**config.mk**
```make
export PLATFORM = sky130hd
export DESIGN_NAME = axi4_slave_wr_arbiter
export DESIGN_NICKNAME = d
export VERILOG_FILES = /design/src/rtl/axi4_arb_pkg.sv /design/src/rtl/axi4_rr_picker.sv /design/src/rtl/axi4_slave_wr_arbiter.sv
export SDC_FILE = /design/constraint.sdc
export NUM_CORES = 1
export LEC_CHECK = 0
export CORE_UTILIZATION = 35
export DETAILED_ROUTE_END_ITERATION = 8
export PLACE_DENSITY = 0.6
export SLEW_MARGIN = 20
export SYNTH_ARGS = -nofsm -noshare
export SYNTH_HDL_FRONTEND = slang
export SYNTH_HIERARCHICAL = 1
export SYNTH_SLANG_ARGS = --single-unit
```
**constraint.sdc**
```tcl
create_clock -name aclk -period 2.43 [get_ports aclk]
set_input_delay 0.486 -clock aclk [delete_from_list [all_inputs] [get_ports aclk]]
set_output_delay 0.486 -clock aclk [all_outputs]
set_load 0.005 [all_outputs]
```
**src/rtl/axi4_arb_pkg.sv**
```systemverilog
// Types and helpers shared by the AXI4 channel arbiters (write now, read later).
package axi4_arb_pkg;

    typedef enum logic [1:0] {
        IDLE = 2'd0,
        ADDR = 2'd1,
        DATA = 2'd2,
        RESP = 2'd3
    } arb_state_e;

    // Index width that never collapses to zero bits.
    function automatic int idx_width(input int n);
        return (n <= 2) ? 1 : $clog2(n);
    endfunction

endpackage

```
**src/rtl/axi4_rr_picker.sv**
```systemverilog
// Combinational round-robin picker: first set request at or above rr_ptr, wrapping.
module axi4_rr_picker
    import axi4_arb_pkg::*;
#(
    parameter  int NUM_MASTERS = 2,
    localparam int IDX_W       = idx_width(NUM_MASTERS)
) (
    input  logic [NUM_MASTERS-1:0] req,
    input  logic [IDX_W-1:0]       rr_ptr,
    output logic [NUM_MASTERS-1:0] winner,
    output logic [IDX_W-1:0]       idx,
    output logic                   any
);

    int             cand;
    logic [IDX_W-1:0] cand_idx;

    always_comb begin
        winner   = '0;
        idx      = '0;
        any      = 1'b0;
        cand     = 0;
        cand_idx = '0;
        for (int i = 0; i < NUM_MASTERS; i++) begin
            cand = int'(rr_ptr) + i;
            if (cand >= NUM_MASTERS) begin
                cand = cand - NUM_MASTERS;
            end
            cand_idx = IDX_W'(cand);
            if (!any && req[cand_idx]) begin
                any              = 1'b1;
                winner[cand_idx] = 1'b1;
                idx              = cand_idx;
            end
        end
    end

endmodule

```
**src/rtl/axi4_slave_wr_arbiter.sv**
```systemverilog
// Per-slave write-channel arbiter: round-robin grant held across AW, W burst and B,
// with a stall watchdog that force-releases a hung transaction.
module axi4_slave_wr_arbiter
    import axi4_arb_pkg::*;
#(
    parameter  int NUM_MASTERS    = 2,
    parameter  int TIMEOUT_CYCLES = 1024,
    localparam int IDX_W          = idx_width(NUM_MASTERS)
) (
    input  logic                   aclk,
    input  logic                   areset,
    input  logic [NUM_MASTERS-1:0] req,
    input  logic                   aw_hs,
    input  logic                   w_last_hs,
    input  logic                   b_hs,
    output logic [NUM_MASTERS-1:0] grant,
    output logic [IDX_W-1:0]       grant_idx,
    output logic                   grant_valid,
    output logic                   timeout
);

    localparam int               CNT_W     = $clog2(TIMEOUT_CYCLES + 1);
    localparam logic [CNT_W-1:0] CNT_LIMIT = CNT_W'(TIMEOUT_CYCLES - 1);
    localparam logic [CNT_W-1:0] CNT_MAX   = '1;
    localparam logic [IDX_W-1:0] IDX_LAST  = IDX_W'(NUM_MASTERS - 1);

    arb_state_e             state;
    arb_state_e             state_next;
    logic [IDX_W-1:0]       rr_ptr;
    logic                   wlast_seen;
    logic [CNT_W-1:0]       stall_cnt;

    logic [NUM_MASTERS-1:0] pick_onehot;
    logic [IDX_W-1:0]       pick_idx;
    logic                   pick_any;

    logic                   progress;
    logic                   stall_hit;
    logic                   do_grant;
    logic                   do_clear;
    logic                   wlast_set;
    logic                   wlast_clr;

    axi4_rr_picker #(
        .NUM_MASTERS(NUM_MASTERS)
    ) u_picker (
        .req   (req),
        .rr_ptr(rr_ptr),
        .winner(pick_onehot),
        .idx   (pick_idx),
        .any   (pick_any)
    );

    // Any handshake counts as progress, even one the current state ignores.
    assign progress  = aw_hs | w_last_hs | b_hs;
    assign stall_hit = (state != IDLE) && (stall_cnt == CNT_LIMIT) && !progress;

    always_ff @(posedge aclk or posedge areset) begin
        if (areset) begin
            state <= IDLE;
        end else begin
            state <= state_next;
        end
    end

    always_comb begin
        state_next = state;
        do_grant   = 1'b0;
        do_clear   = 1'b0;
        wlast_set  = 1'b0;
        wlast_clr  = 1'b0;
        if (stall_hit) begin
            state_next = IDLE;
            do_clear   = 1'b1;
            wlast_clr  = 1'b1;
        end else begin
            case (state)
                IDLE: begin
                    if (pick_any) begin
                        do_grant   = 1'b1;
                        state_next = ADDR;
                    end
                end
                ADDR: begin
                    if (w_last_hs) begin
                        wlast_set = 1'b1;
                    end
                    if (aw_hs) begin
                        state_next = (wlast_seen || w_last_hs) ? RESP : DATA;
                    end
                end
                DATA: begin
                    if (w_last_hs) begin
                        state_next = RESP;
                    end
                end
                RESP: begin
                    if (b_hs) begin
                        wlast_clr = 1'b1;
                        if (pick_any) begin
                            do_grant   = 1'b1;
                            state_next = ADDR;
                        end else begin
                            do_clear   = 1'b1;
                            state_next = IDLE;
                        end
                    end
                end
                default: begin
                    state_next = IDLE;
                    do_clear   = 1'b1;
                end
            endcase
        end
    end

    always_ff @(posedge aclk or posedge areset) begin
        if (areset) begin
            grant       <= '0;
            grant_idx   <= '0;
            grant_valid <= 1'b0;
            timeout     <= 1'b0;
            rr_ptr      <= '0;
            wlast_seen  <= 1'b0;
            stall_cnt   <= '0;
        end else begin
            timeout <= stall_hit;

            if (do_grant) begin
                grant       <= pick_onehot;
                grant_idx   <= pick_idx;
                grant_valid <= 1'b1;
                rr_ptr      <= (pick_idx == IDX_LAST) ? '0 : pick_idx + 1'b1;
            end else if (do_clear) begin
                grant       <= '0;
                grant_idx   <= '0;
                grant_valid <= 1'b0;
            end

            if (wlast_clr) begin
                wlast_seen <= 1'b0;
            end else if (wlast_set) begin
                wlast_seen <= 1'b1;
            end

            if ((state_next != state) || progress) begin
                stall_cnt <= '0;
            end else if ((state != IDLE) && (stall_cnt != CNT_MAX)) begin
                stall_cnt <= stall_cnt + 1'b1;
            end
        end
    end

endmodule

```
; Word level (Yosys, flattened, before mapping)
; Index checks and enable logic that the tools add are counted.
[classes]
n_lt_le_gt_ge = 6
n_eq_ne = 6
bitwise = 3
muxes = 48
add_sub_neg = 5
reduce_logical = 15
[op_table]
columns = cell, n
row1 = 1-bit 2-to-1 mux, 33
row2 = 11-bit 2-to-1 mux, 2
row3 = 2-bit 2-to-1 mux, 9
row4 = 11-bit by 1-bit adder with 11-bit output (second input constant), 1
row5 = 11-bit by 10-bit == test with 1-bit output (second input constant), 1
row6 = 11-bit inequality test (second input constant), 1
row7 = 2-bit case mux with 4 select lines, 1
row8 = 2-bit nonzero test, 4
row9 = 1-bit logical AND, 6
row10 = 2-bit == test (second input constant), 2
row11 = 1-bit by 2-bit less-than comparator with 1-bit output (second input constant), 2
row12 = 1-bit by 1-bit adder with 2-bit output (second input constant), 1
row13 = 1-bit demux with 1-bit select, 2
row14 = 2-bit by 1-bit == test with 1-bit output (second input constant), 1
row15 = 1-bit greater-or-equal comparator (second input constant), 2
row16 = 1-bit by 2-bit greater-or-equal comparator with 1-bit output (second input constant), 1
row17 = 2-bit greater-or-equal comparator (second input constant), 1
row18 = 1-bit logical NOT, 2
row19 = 2-bit logical NOT, 1
row20 = 1-bit logical OR, 2
row21 = 2-bit inequality test, 1
row22 = 1-bit OR, 2
row23 = 2-bit OR, 1
row24 = 1-bit case mux with 2 select lines, 1
row25 = other kinds (2), 3
[totals]
elab_cells = 91
output_inout_bits = 5
register_bits = 20

; Logic depth before layout (Yosys ltp)
; Gate-level depths: netlist of run 1.
[logic_depth]
depth_word = 15
ltp_mapped = 10
ltp_nobuf = 8

; Hierarchy
; The synthesis of run 1 kept the hierarchy.
[by_module_without_submodules]
columns = module, instances, seq_area_each_um2, area_each_um2, cells_per_inst
row1 = axi4_slave_wr_arbiter, 1, 500.5, 1126.1, 110
row2 = axi4_rr_picker, 1, 0.0, 32.5, 5

; Worst setup path before layout of run 1
; No wires, ideal clock.
[synth_timing]
kind = reg2reg
start = register state[1]
end = register stall_cnt[10]
arrival_ns = 1.943
required_time_ns = 2.311
path_buffers = 2
path_slack_ns = 0.367
setup_time_ns = 0.119
path_stages_with_launch = 9
cell_sequence = dfrtp_1 > inv_1 > ha_1 > buf_2 > or3_1 > o311a_1 > mux2i_1 > buf_6 > nor2_1
[synth_via]
elab_chain_cells = 7
elab_cells_between_ends = 18
[synth_lines]
columns = element, line_no
row1 = "start, declared", axi4_slave_wr_arbiter.sv:27  ; arb_state_e state;
row2 = "start signal, assigned", axi4_slave_wr_arbiter.sv:62  ; state <= state_next;
row3 = "parallel branches: the longest is 7 deep, another holds 11-bit 2-to-1 mux", -
row4 = "end signal, assigned", axi4_slave_wr_arbiter.sv:149  ; stall_cnt <= stall_cnt + 1'b1;
row5 = "end, declared", axi4_slave_wr_arbiter.sv:31  ; logic [CNT_W-1:0] stall_cnt;
; Parallel ways; which one is timed is not known.
; A chain may end at the register's enable or synchronous reset.

; Final worst setup path of run 1
[layout_timing]
start = register state[0]
end = register stall_cnt[5]
; Same word-level chain as after synthesis.

==> metrics.yaml, run 1 <==
clock_tree:
  cts_made_buffers: 3
  post_cts_buffers: 0
  hold_buffers: 0
  insertion_delay_ns: 0.29
  cts_resized: 0
  cts_max_path_buffers: 2
  cts_root_buf: "clkbuf_4"
  htreeDepth: 1
  clkSinkCount: 20
  path_clk_slew_ns: 0.10
  cts_tree: "yes"
route:
  drc: 0
  wl_per_cell_um: 13.1
  via_per_inst: 5.01
  drtPass1Iterations: 4
  ant_nets: 0
  drt_iter0_drc: 49
  routed_wl_mm: 2.27
  vias: 872
outcome:
  status: "complete, no violations"
sta:
  fin_setup_tns_ns: 0
  relSlewSlack_pct: 73.6
  clock_skew_ns: 0.00183
  maxSlewViolCount: 0
  worstMarginPinSlew_ns: 0.395
  fin_crit_ns: 2.21
  setup_viol: 0
  period_share_pct: 90.9
  rsz0062_at_grt: "false"
  max_freq_ghz: 0.453
  hold_viol_final: 0
global_routing:
  gr-total-overflow: 0
  grt_max_degree: 21
  grt_pass1_wl_mm: 3.97
  antenna_found_initial: 0
  grt_pass1_vias: 903
  gr-usage-all-layers_pct: 15.0
power:
  ir_worst_vdd_mv: 0.278
  p_leak_nw: 0.588
  pwr_density_cell_nw_per_um2: 826
critical_path:
  start_kind: "flip-flop"
  worstSetupStartpoint: "state[0]$_DFF_PP0_"
  arrival_ns: 2.40
  end_kind: "flip-flop"
  path_class: "reg2reg"
  critPathMaxFanout: 11
  rr_startpoint: "state[0]$_DFF_PP0_"
  cp_data_required_time_ns: 2.62
synthesis:
  yosysMostFrequentCell: "dfrtp_1"
  synthFlopType: "dfrtp_1"
  synth_top_area_share_pct: 43.2
  syn_nets: 127
  synthArstFlopShare_pct: 100
  yosys.area.top_type: "dfrtp_1"
  ys_seq_area_share_pct: 43.2
  synthesis.area_um2: 1160
  synth_edf_count: 0
  synth_area_per_cell_um2: 10.1
  syn_inst: 115
  synth_area_leaders: "dfrtp_1 (43%), ha_1 (5.4%), nor2_1 (4.9%)"
  synth.distinct_cells: 37
  yosys-top-cells-count: "dfrtp_1 (20), nor2_1 (15), xor2_1 (6)"
  ys_ff_latch: 20
  yosys_warnings: 6
finish:
  syn2layout_area_growth_pct: 16.1
  fillers: 342
  regArea_um2: 500
  drive_gt1_share_pct: 9.23
  multi_input_area_um2: 601
  postLayoutCellArea_um2: 1350
  fin_nets: 144
  insertedDiodeCount: 0
die:
  core-area_um2: 3100
  rows: 20
  die_y_um: 59.5
  die_w_um: 59.5
  dieArea_um2: 3540
  start_util_pct: 37.3
  io_pins: 12
placed_design:
  numPortBuffers: 11
  dp_hpwl_mm: 1.75
  place_area_um2: 1320
  routabilityCongestion: 0.901
min_path:
  hold_start: "grant_valid$_DFFE_PP0P_"
  hold_path_class: "reg2reg"
flow_run:
  maxCapViolations: 0
## critical path, stage by stage, from the launching register on
cell and delay, ns:
dfrtp_1 0.44, inv_1 0.16, ha_1 0.42, nor2b_1 0.13
and4_4 0.22, o311a_1 0.33, mux2i_1 0.14, buf_4 0.20
nor2_1 0.06
## area by class of cell
cell class                 count  area share [%]
clock buffer                   3            1.67
multi-input combinational     86            44.7
timing repair buffer          16            11.0
inverter                       5            1.40
sequential                    20            37.2
tap                           44            4.09
## kinds of logic after synthesis
kind of cell	Yosys count	share of synthesized area, %
AOI/OAI and AO/OA	22	14.5
xor gates and xnor gates	9	6.80
adders and majority gates	5	5.40
buffers and inverters	9	4.97
DFF	20	43.2
muxes	5	4.43
and+or+nand+nor	45	20.7
## layout by cell type (no fill, tap or decap), types with 2 or more instances in the layout
master | netlist | routed
nor3_1 | 4 | 4
mux2i_1 | 4 | 4
xor2_1 | 6 | 6
clkbuf_4 | 0 | 3
nor2b_1 | 4 | 4
ha_1 | 5 | 5
buf_4 | 0 | 5
xnor2_1 | 3 | 3
a21boi_1 | 3 | 3
a21oi_1 | 5 | 5
nor2_1 | 15 | 15
clkdlybuf4s50_1 | 0 | 11
dfrtp_1 | 20 | 20
nand2_1 | 4 | 4
nand4_1 | 2 | 2
a22o_1 | 3 | 3
and3_1 | 3 | 3
inv_1 | 5 | 5
or4_1 | 2 | 2
nand3_1 | 3 | 3
o21ai_0 | 2 | 2
and4_4 | 2 | 2
## registers in the layout, summed over array words and instances, names as in the netlist
signal	cells
wlast_seen	1
stall_cnt	11
rr_ptr	1
grant_idx	1
grant_valid	1
grant	2
state	2
timeout	1
## stage by stage
step	hold WS [ns]	util, %	cells	total power [mW]	setup slack [ns]
finish	0.495	43.3	174	1.11	0.220
global route	0.520	43.3	174	1.21	0.0919
CTS	0.496	43.3	174	1.13	0.223
detailed placement	0.471	42.6	171	0.969	0.0407
global placement	0.459	42.6	171	0.957	0.0818
floorplan	0.450	-	115	0.789	0.367
## path summary, 6_finish.rpt
path                                            endpoint  slack, ns  cells past startpoint
worst max-delay path            stall_cnt[5]$_DFFE_PP0P_       0.22                      8
worst min-delay path             grant_valid$_DFFE_PP0P_       0.49                      1
worst max register to register  stall_cnt[5]$_DFFE_PP0P_       0.22                      8
worst min register to register   grant_valid$_DFFE_PP0P_       0.49                      1
max in group asynchronous       stall_cnt[3]$_DFFE_PP0P_       1.72                      3
min in group asynchronous           grant[1]$_DFFE_PP0P_       0.50                      3
## report_power, final
part	internal, mW	leakage, nW	switching, mW	total (mW)
Combinational	0.260	0.313	0.265	0.525
Clock	0.0577	0.0138	0.0945	0.152
Sequential	0.395	0.261	0.0395	0.434
## layer usage
| metal | track usage [%] | share of wire [%] | vias to the layer above |
|---|---|---|---|
| met2 | 25.5 | 47 | 8 |
| met5 | 0 | 0 | - |
| li1 | - | - | 439 |
| met1 | 19.1 | 49 | 421 |
| met4 | 5.98 | 1.4 | 0 |
| met3 | 1.97 | 2.5 | 4 |
No activity file was read; power rests on OpenSTA's default activity.
==> run 2: changes to the inputs <==
--- a/config.mk
+++ b/config.mk
@@ -5,9 +5,10 @@
 export SDC_FILE = /design/constraint.sdc
 export NUM_CORES = 1
 export LEC_CHECK = 0
-export CORE_UTILIZATION = 35
+export ABC_AREA = 0
+export CORE_UTILIZATION = 45
 export DETAILED_ROUTE_END_ITERATION = 8
-export PLACE_DENSITY = 0.6
+export PLACE_DENSITY = 0.72
 export SLEW_MARGIN = 20
 export SYNTH_ARGS = -nofsm -noshare
 export SYNTH_HDL_FRONTEND = slang
==> run 2 against run 1 <==
  * Sequential cell count did not move
  * Clock power rose by 73%
  * Sequential power barely moved
  * Worst hold slack improved by 0.0056 ns
  * Clock skew rose by 0.0058 ns
  * Critical path depth did not move
  * Highest routed layer unchanged
  * Final cell count fell by 8.6%
==> metrics.yaml, run 2 (synthesized netlist as in run 1, its figures left out) <==
critical_path:
  cp_data_required_time_ns: 2.62  # about the same
  slowest_stage: "dfrtp_1"
  path_class: "reg2reg"
  critPathMaxFanout: 11  # unchanged
  end_kind: "flip-flop"
  arrival_ns: 2.38  # -0.02 ns
  start_kind: "flip-flop"
  reg2reg_slack_ns: 0.23  # about the same
  cp_cell_sequence: "inv_1 > ha_1 > o21ai_0 > o211a_1 > a21oi_1 > mux2i_1 > buf_4 > nor2_1"
  r2r_end: "stall_cnt[8]$_DFFE_PP0P_"
  rr_worst_depth: 8  # unchanged
  slowest_delay_ns: 0.44  # about the same
  rr_startpoint: "state[0]$_DFF_PP0_"
global_routing:
  grt_pass1_wl_mm: 3.71  # -6.6%
  grt_max_degree: 21  # unchanged
  antenna_found_initial: 0  # unchanged
  gr-total-overflow: 0  # unchanged
  grt_pass1_vias: 838  # -7.2%
  gr-usage-all-layers_pct: 18.5  # +3.5 points
finish:
  fin_nets: 142  # -1.4%
  final_cell_mix: "dfrtp_1 (20), nor2_1 (15), clkdlybuf4s50_1 (11)"
  final_common_cell: "dfrtp_1"
  reg.largest.list: "stall_cnt: 11 flops, grant: 2 flops, state: 2 flops"
  syn2layout_area_growth_pct: 15.9
  insertedDiodeCount: 0  # unchanged
  largest_reg_flops: 11  # unchanged
  drive_gt1_share_pct: 8.53  # -0.70 points
  regMostFlops: "stall_cnt"
clock_tree:
  path_clk_slew_ns: 0.11  # about the same
  post_cts_buffers: 0  # unchanged
  hold_buffers: 0  # unchanged
  cts_resized: 0  # unchanged
  clkSinkCount: 20  # unchanged
  cts_max_path_buffers: 2  # unchanged
  cts_tree: "yes"
  cts_made_buffers: 3  # unchanged
  cts_root_buf: "clkbuf_4"
  insertion_delay_ns: 0.29  # about the same
  htreeDepth: 1  # unchanged
placed_design:
  pre_cts_ws_ns: 0.0453  # +0.00462 ns
  dp_hpwl_mm: 1.68  # -4.1%
  numPortBuffers: 11  # unchanged
  routabilityCongestion: 0.776  # -14%
die:
  io_pins: 12  # unchanged
  core-area_um2: 2450  # -21%
  rows: 18  # -10%
  die_w_um: 52.7  # -11%
  start_util_pct: 47.2  # +9.9 points
  dieArea_um2: 2780  # -22%
  die_y_um: 52.7  # -11%
power:
  p_leak_nw: 0.593  # +0.81%
  ir_worst_vdd_mv: 0.500  # +79%
  pwr_density_cell_nw_per_um2: 908  # +9.9%
  total_power_mw: 1.22  # +9.7%
min_path:
  hold_start: "grant_valid$_DFFE_PP0P_"
  hold_depth: 1  # unchanged
  hold_path_class: "reg2reg"
  whs_endpoint: "grant_valid$_DFFE_PP0P_"
sta:
  whs_ns: 0.500  # +0.00561 ns
  period_share_pct: 90.3  # -0.59 points
  fin_crit_ns: 2.20  # -0.0142 ns
  maxSlewViolCount: 0  # unchanged
  hold_viol_final: 0  # unchanged
  relSlewSlack_pct: 51.3  # -22 points
  max_freq_ghz: 0.455  # +0.65%
  finalWorstSetupSlack_ns: 0.235  # +0.0142 ns
  fin_setup_tns_ns: 0  # unchanged
  setup_viol: 0  # unchanged
  rsz0062_at_grt: "false"
  clock_skew_ns: 0.00761  # +0.00579 ns
  worstMarginPinSlew_ns: 0.729  # +0.334 ns
route:
  vias: 868  # -0.46%
  drtPass1Iterations: 4  # unchanged
  drt_iter0_drc: 12  # -76%
  routed_wl_mm: 2.17  # -4.4%
  drc: 0  # unchanged
  ant_nets: 0  # unchanged
  wl_per_cell_um: 13.7  # +4.7%
  via_per_inst: 5.46  # +8.9%
outcome:
  status: "complete, no violations"
flow_run:
  maxCapViolations: 0  # unchanged
run 2: cell types whose count changed in the layout (fill, tap and decap cells not counted), sizes merged:
cell	previous run	this run
buf	5	3
bufinv	0	1
run 2: stage by stage:
| stage | util (%) | instances | instance area, um^2 |
|---|---|---|---|
| after global routing | 54.7 | 159 | 1340 |
| after CTS | 54.7 | 159 | 1340 |
| final | 54.7 | 159 | 1340 |
| after floorplan | - | 115 | 1160 |
| after global placement | 52.5 | 155 | 1290 |
| after detailed placement | 52.5 | 155 | 1290 |
run 2: layout make-up:
| cell class | count | area, um^2 |
|---|---|---|
| fill | 212 | 1110 |
| sequential | 20 | 500 |
| tap | 30 | 37.5 |
| clock buffer | 3 | 22.5 |
| clock inverter | 1 | 30.0 |
| inverter | 5 | 18.8 |
| multi-input combinational | 86 | 601 |
| timing repair buffer | 14 | 133 |
run 2: metal layers:
layer | wire length (um) | track usage, %
met3 | 51 | 1.74
met2 | 1100 | 33.3
met4 | 14 | 6.58
met1 | 1010 | 22.6
met5 | 0 | 0
run 2: power by group:
group	total, mW	switching [mW]	leakage (nW)	internal (mW)
Combinational	0.518	0.270	0.304	0.249
Sequential	0.437	0.0422	0.261	0.395
Clock	0.263	0.0968	0.0279	0.167
run 2: critical path: cells and delay by family (launching register included):
family,cells,cell delay (ns)
mux,1,0.22
simple gates,1,0.06
fa+ha+maj,1,0.42
buf+inv,2,0.34
compound gates,3,0.59
flops,1,0.44
run 2: worst max path at each step:
stage | start | end | slack (ns)
floorplan | state[1]$_DFF_PP0_ | stall_cnt[10]$_DFFE_PP0P_ | 0.37
global placement | aw_hs | stall_cnt[6]$_DFFE_PP0P_ | 0.1
detailed placement | b_hs | stall_cnt[8]$_DFFE_PP0P_ | 0.05
CTS | state[0]$_DFF_PP0_ | stall_cnt[8]$_DFFE_PP0P_ | 0.23
global route | state[0]$_DFF_PP0_ | stall_cnt[6]$_DFFE_PP0P_ | 0.04
finish | state[0]$_DFF_PP0_ | stall_cnt[8]$_DFFE_PP0P_ | 0.23
==> run 3: changes to the inputs <==
--- a/config.mk
+++ b/config.mk
@@ -9,6 +9,8 @@
 export CORE_UTILIZATION = 45
 export DETAILED_ROUTE_END_ITERATION = 8
 export PLACE_DENSITY = 0.72
+export SETUP_SLACK_MARGIN = 0.4
+export SKIP_LAST_GASP = 1
 export SLEW_MARGIN = 20
 export SYNTH_ARGS = -nofsm -noshare
 export SYNTH_HDL_FRONTEND = slang
==> run 3 against run 2 <==
  * Final cell count increased by 5.0%
  * First-iteration DRC count is 25% higher
  * Worst hold slack worse by 0.0061 ns
  * Sequential cell count unchanged
==> metrics.yaml, run 3 (synthesized netlist as in run 1, its figures left out) <==
route:
  ant_nets: 0  # unchanged
  drtPass1Iterations: 6  # +2
  vias: 928  # +6.9%
  routed_wl_mm: 2.49  # +15%
  wl_per_cell_um: 14.9  # +9.1%
  via_per_inst: 5.56  # +1.8%
  drc: 0  # unchanged
  drt_iter0_drc: 15  # +3
finish:
  postLayoutCellArea_um2: 1480  # +10%
  drive_gt1_share_pct: 24.8  # +16 points
  insertedDiodeCount: 0  # unchanged
  largest_reg_flops: 11  # unchanged
  final_cells: 167  # +5.0%
  fin_nets: 150  # +5.6%
  final_common_cell: "dfrtp_1"
  reg.largest.list: "stall_cnt: 11 flops, grant: 2 flops, state: 2 flops"
  regMostFlops: "stall_cnt"
  fin_util_pct: 60.4  # +5.7 points
  syn2layout_area_growth_pct: 28.0
  final_cell_mix: "dfrtp_1 (19), nor2_1 (15), buf_4 (11)"
critical_path:
  start_kind: "flip-flop"
  arrival_ns: 2.16  # -0.22 ns
  path_class: "reg2reg"
  end_kind: "flip-flop"
  critPathMaxFanout: 6  # -5
  cp_data_required_time_ns: 2.62  # about the same
power:
  total_power_mw: 1.35  # +11%
  pwr_density_cell_nw_per_um2: 912  # +0.52%
  ir_worst_vdd_mv: 0.531  # +6.2%
  p_leak_nw: 0.650  # +9.7%
sta:
  fin_crit_ns: 1.97  # -0.229 ns
  clock_skew_ns: 0.00604  # -0.00157 ns
  rsz0062_at_grt: "true"
  maxSlewViolCount: 0  # unchanged
  finalWorstSetupSlack_ns: 0.463  # +0.229 ns
  worstMarginPinSlew_ns: 0.744  # +0.0148 ns
  relSlewSlack_pct: 50.3  # -0.99 points
  whs_ns: 0.494  # -0.00613 ns
  setup_viol: 0  # unchanged
  max_freq_ghz: 0.508  # +12%
  fin_setup_tns_ns: 0  # unchanged
  period_share_pct: 80.9  # -9.4 points
  hold_viol_final: 0  # unchanged
global_routing:
  grt_max_degree: 21  # unchanged
  antenna_found_initial: 0  # unchanged
  grt_pass1_vias: 858  # +2.4%
  gr-usage-all-layers_pct: 19.1  # +0.56 points
  grt_pass1_wl_mm: 3.77  # +1.9%
  gr-total-overflow: 0  # unchanged
placed_design:
  routabilityCongestion: 0.848  # +9.2%
  numPortBuffers: 11  # unchanged
  dp_cells: 154  # -0.65%
  dp_hpwl_mm: 1.63  # -3.2%
  pre_cts_ws_ns: 0.0789  # +0.0336 ns
  place_area_um2: 1280  # -0.49%
clock_tree:
  cts_tree: "yes"
  cts_made_buffers: 3  # unchanged
  cts_max_path_buffers: 2  # unchanged
  path_clk_slew_ns: 0.11  # about the same
  hold_buffers: 0  # unchanged
  clkSinkCount: 20  # unchanged
  htreeDepth: 1  # unchanged
  cts_root_buf: "clkbuf_4"
  insertion_delay_ns: 0.30  # about the same
die:
  rows: 18  # unchanged
  start_util_pct: 47.2  # unchanged
  dieArea_um2: 2780  # unchanged
  die_y_um: 52.7  # unchanged
  core-area_um2: 2450  # unchanged
  die_w_um: 52.7  # unchanged
  io_pins: 12  # unchanged
flow_run:
  maxCapViolations: 0  # unchanged
min_path:
  hold_path_class: "reg2reg"
outcome:
  status: "complete, no violations"
run 3: final cells by class:
type                    instances  area, um^2
fillers                       216         972
multi-input cells              86         689
flip-flops and latches         20         502
repair buffers                 22         196
well taps                      30        37.5
clock buffers                   4        36.3
inverters                       5        21.3
run 3: repair_timing:
item	CTS	global route
pin swaps	0	3
cloned	0	1
buffers inserted	1	7
gates resized for setup	6	19
setup endpoints to repair	11	11
run 3: worst paths after layout:
path	from	end	slack, ns	cells past startpoint
max	state[1]$_DFF_PP0_	stall_cnt[8]$_DFFE_PP0P_	0.46	9
min	grant_valid$_DFFE_PP0P_	grant_valid$_DFFE_PP0P_	0.49	1
max reg2reg	state[1]$_DFF_PP0_	stall_cnt[8]$_DFFE_PP0P_	0.46	9
min reg2reg	grant_valid$_DFFE_PP0P_	grant_valid$_DFFE_PP0P_	0.49	1
max in group asynchronous	areset	state[1]$_DFF_PP0_	1.31	2
min in group asynchronous	areset	grant[1]$_DFFE_PP0P_	0.60	2
run 3: power breakdown:
group | switching, mW | total [mW] | internal (mW) | leakage (nW)
clock network | 0.0972 | 0.189 | 0.0914 | 0.0210
logic | 0.360 | 0.728 | 0.368 | 0.370
registers | 0.0406 | 0.437 | 0.396 | 0.260
run 3: per-layer routing:
metal | share of wire (%) | up-vias | global-route usage [%] | routed length, um
met4 | 2.1 | 0 | 9.21 | 52
met1 | 46 | 453 | 23.6 | 1140
met2 | 50 | 12 | 32.9 | 1240
met5 | 0 | - | 0 | 0
met3 | 2.3 | 6 | 1.74 | 56
li1 | - | 457 | - | -
run 3: critical path: stages, from the launching register on:
cell	delay [ns]
dfrtp_2	0.45
buf_4	0.15
ha_4	0.16
nor2_1	0.18
a21oi_1	0.11
nor3_1	0.27
a311oi_2	0.09
mux2i_2	0.22
buf_4	0.18
nor2_1	0.05
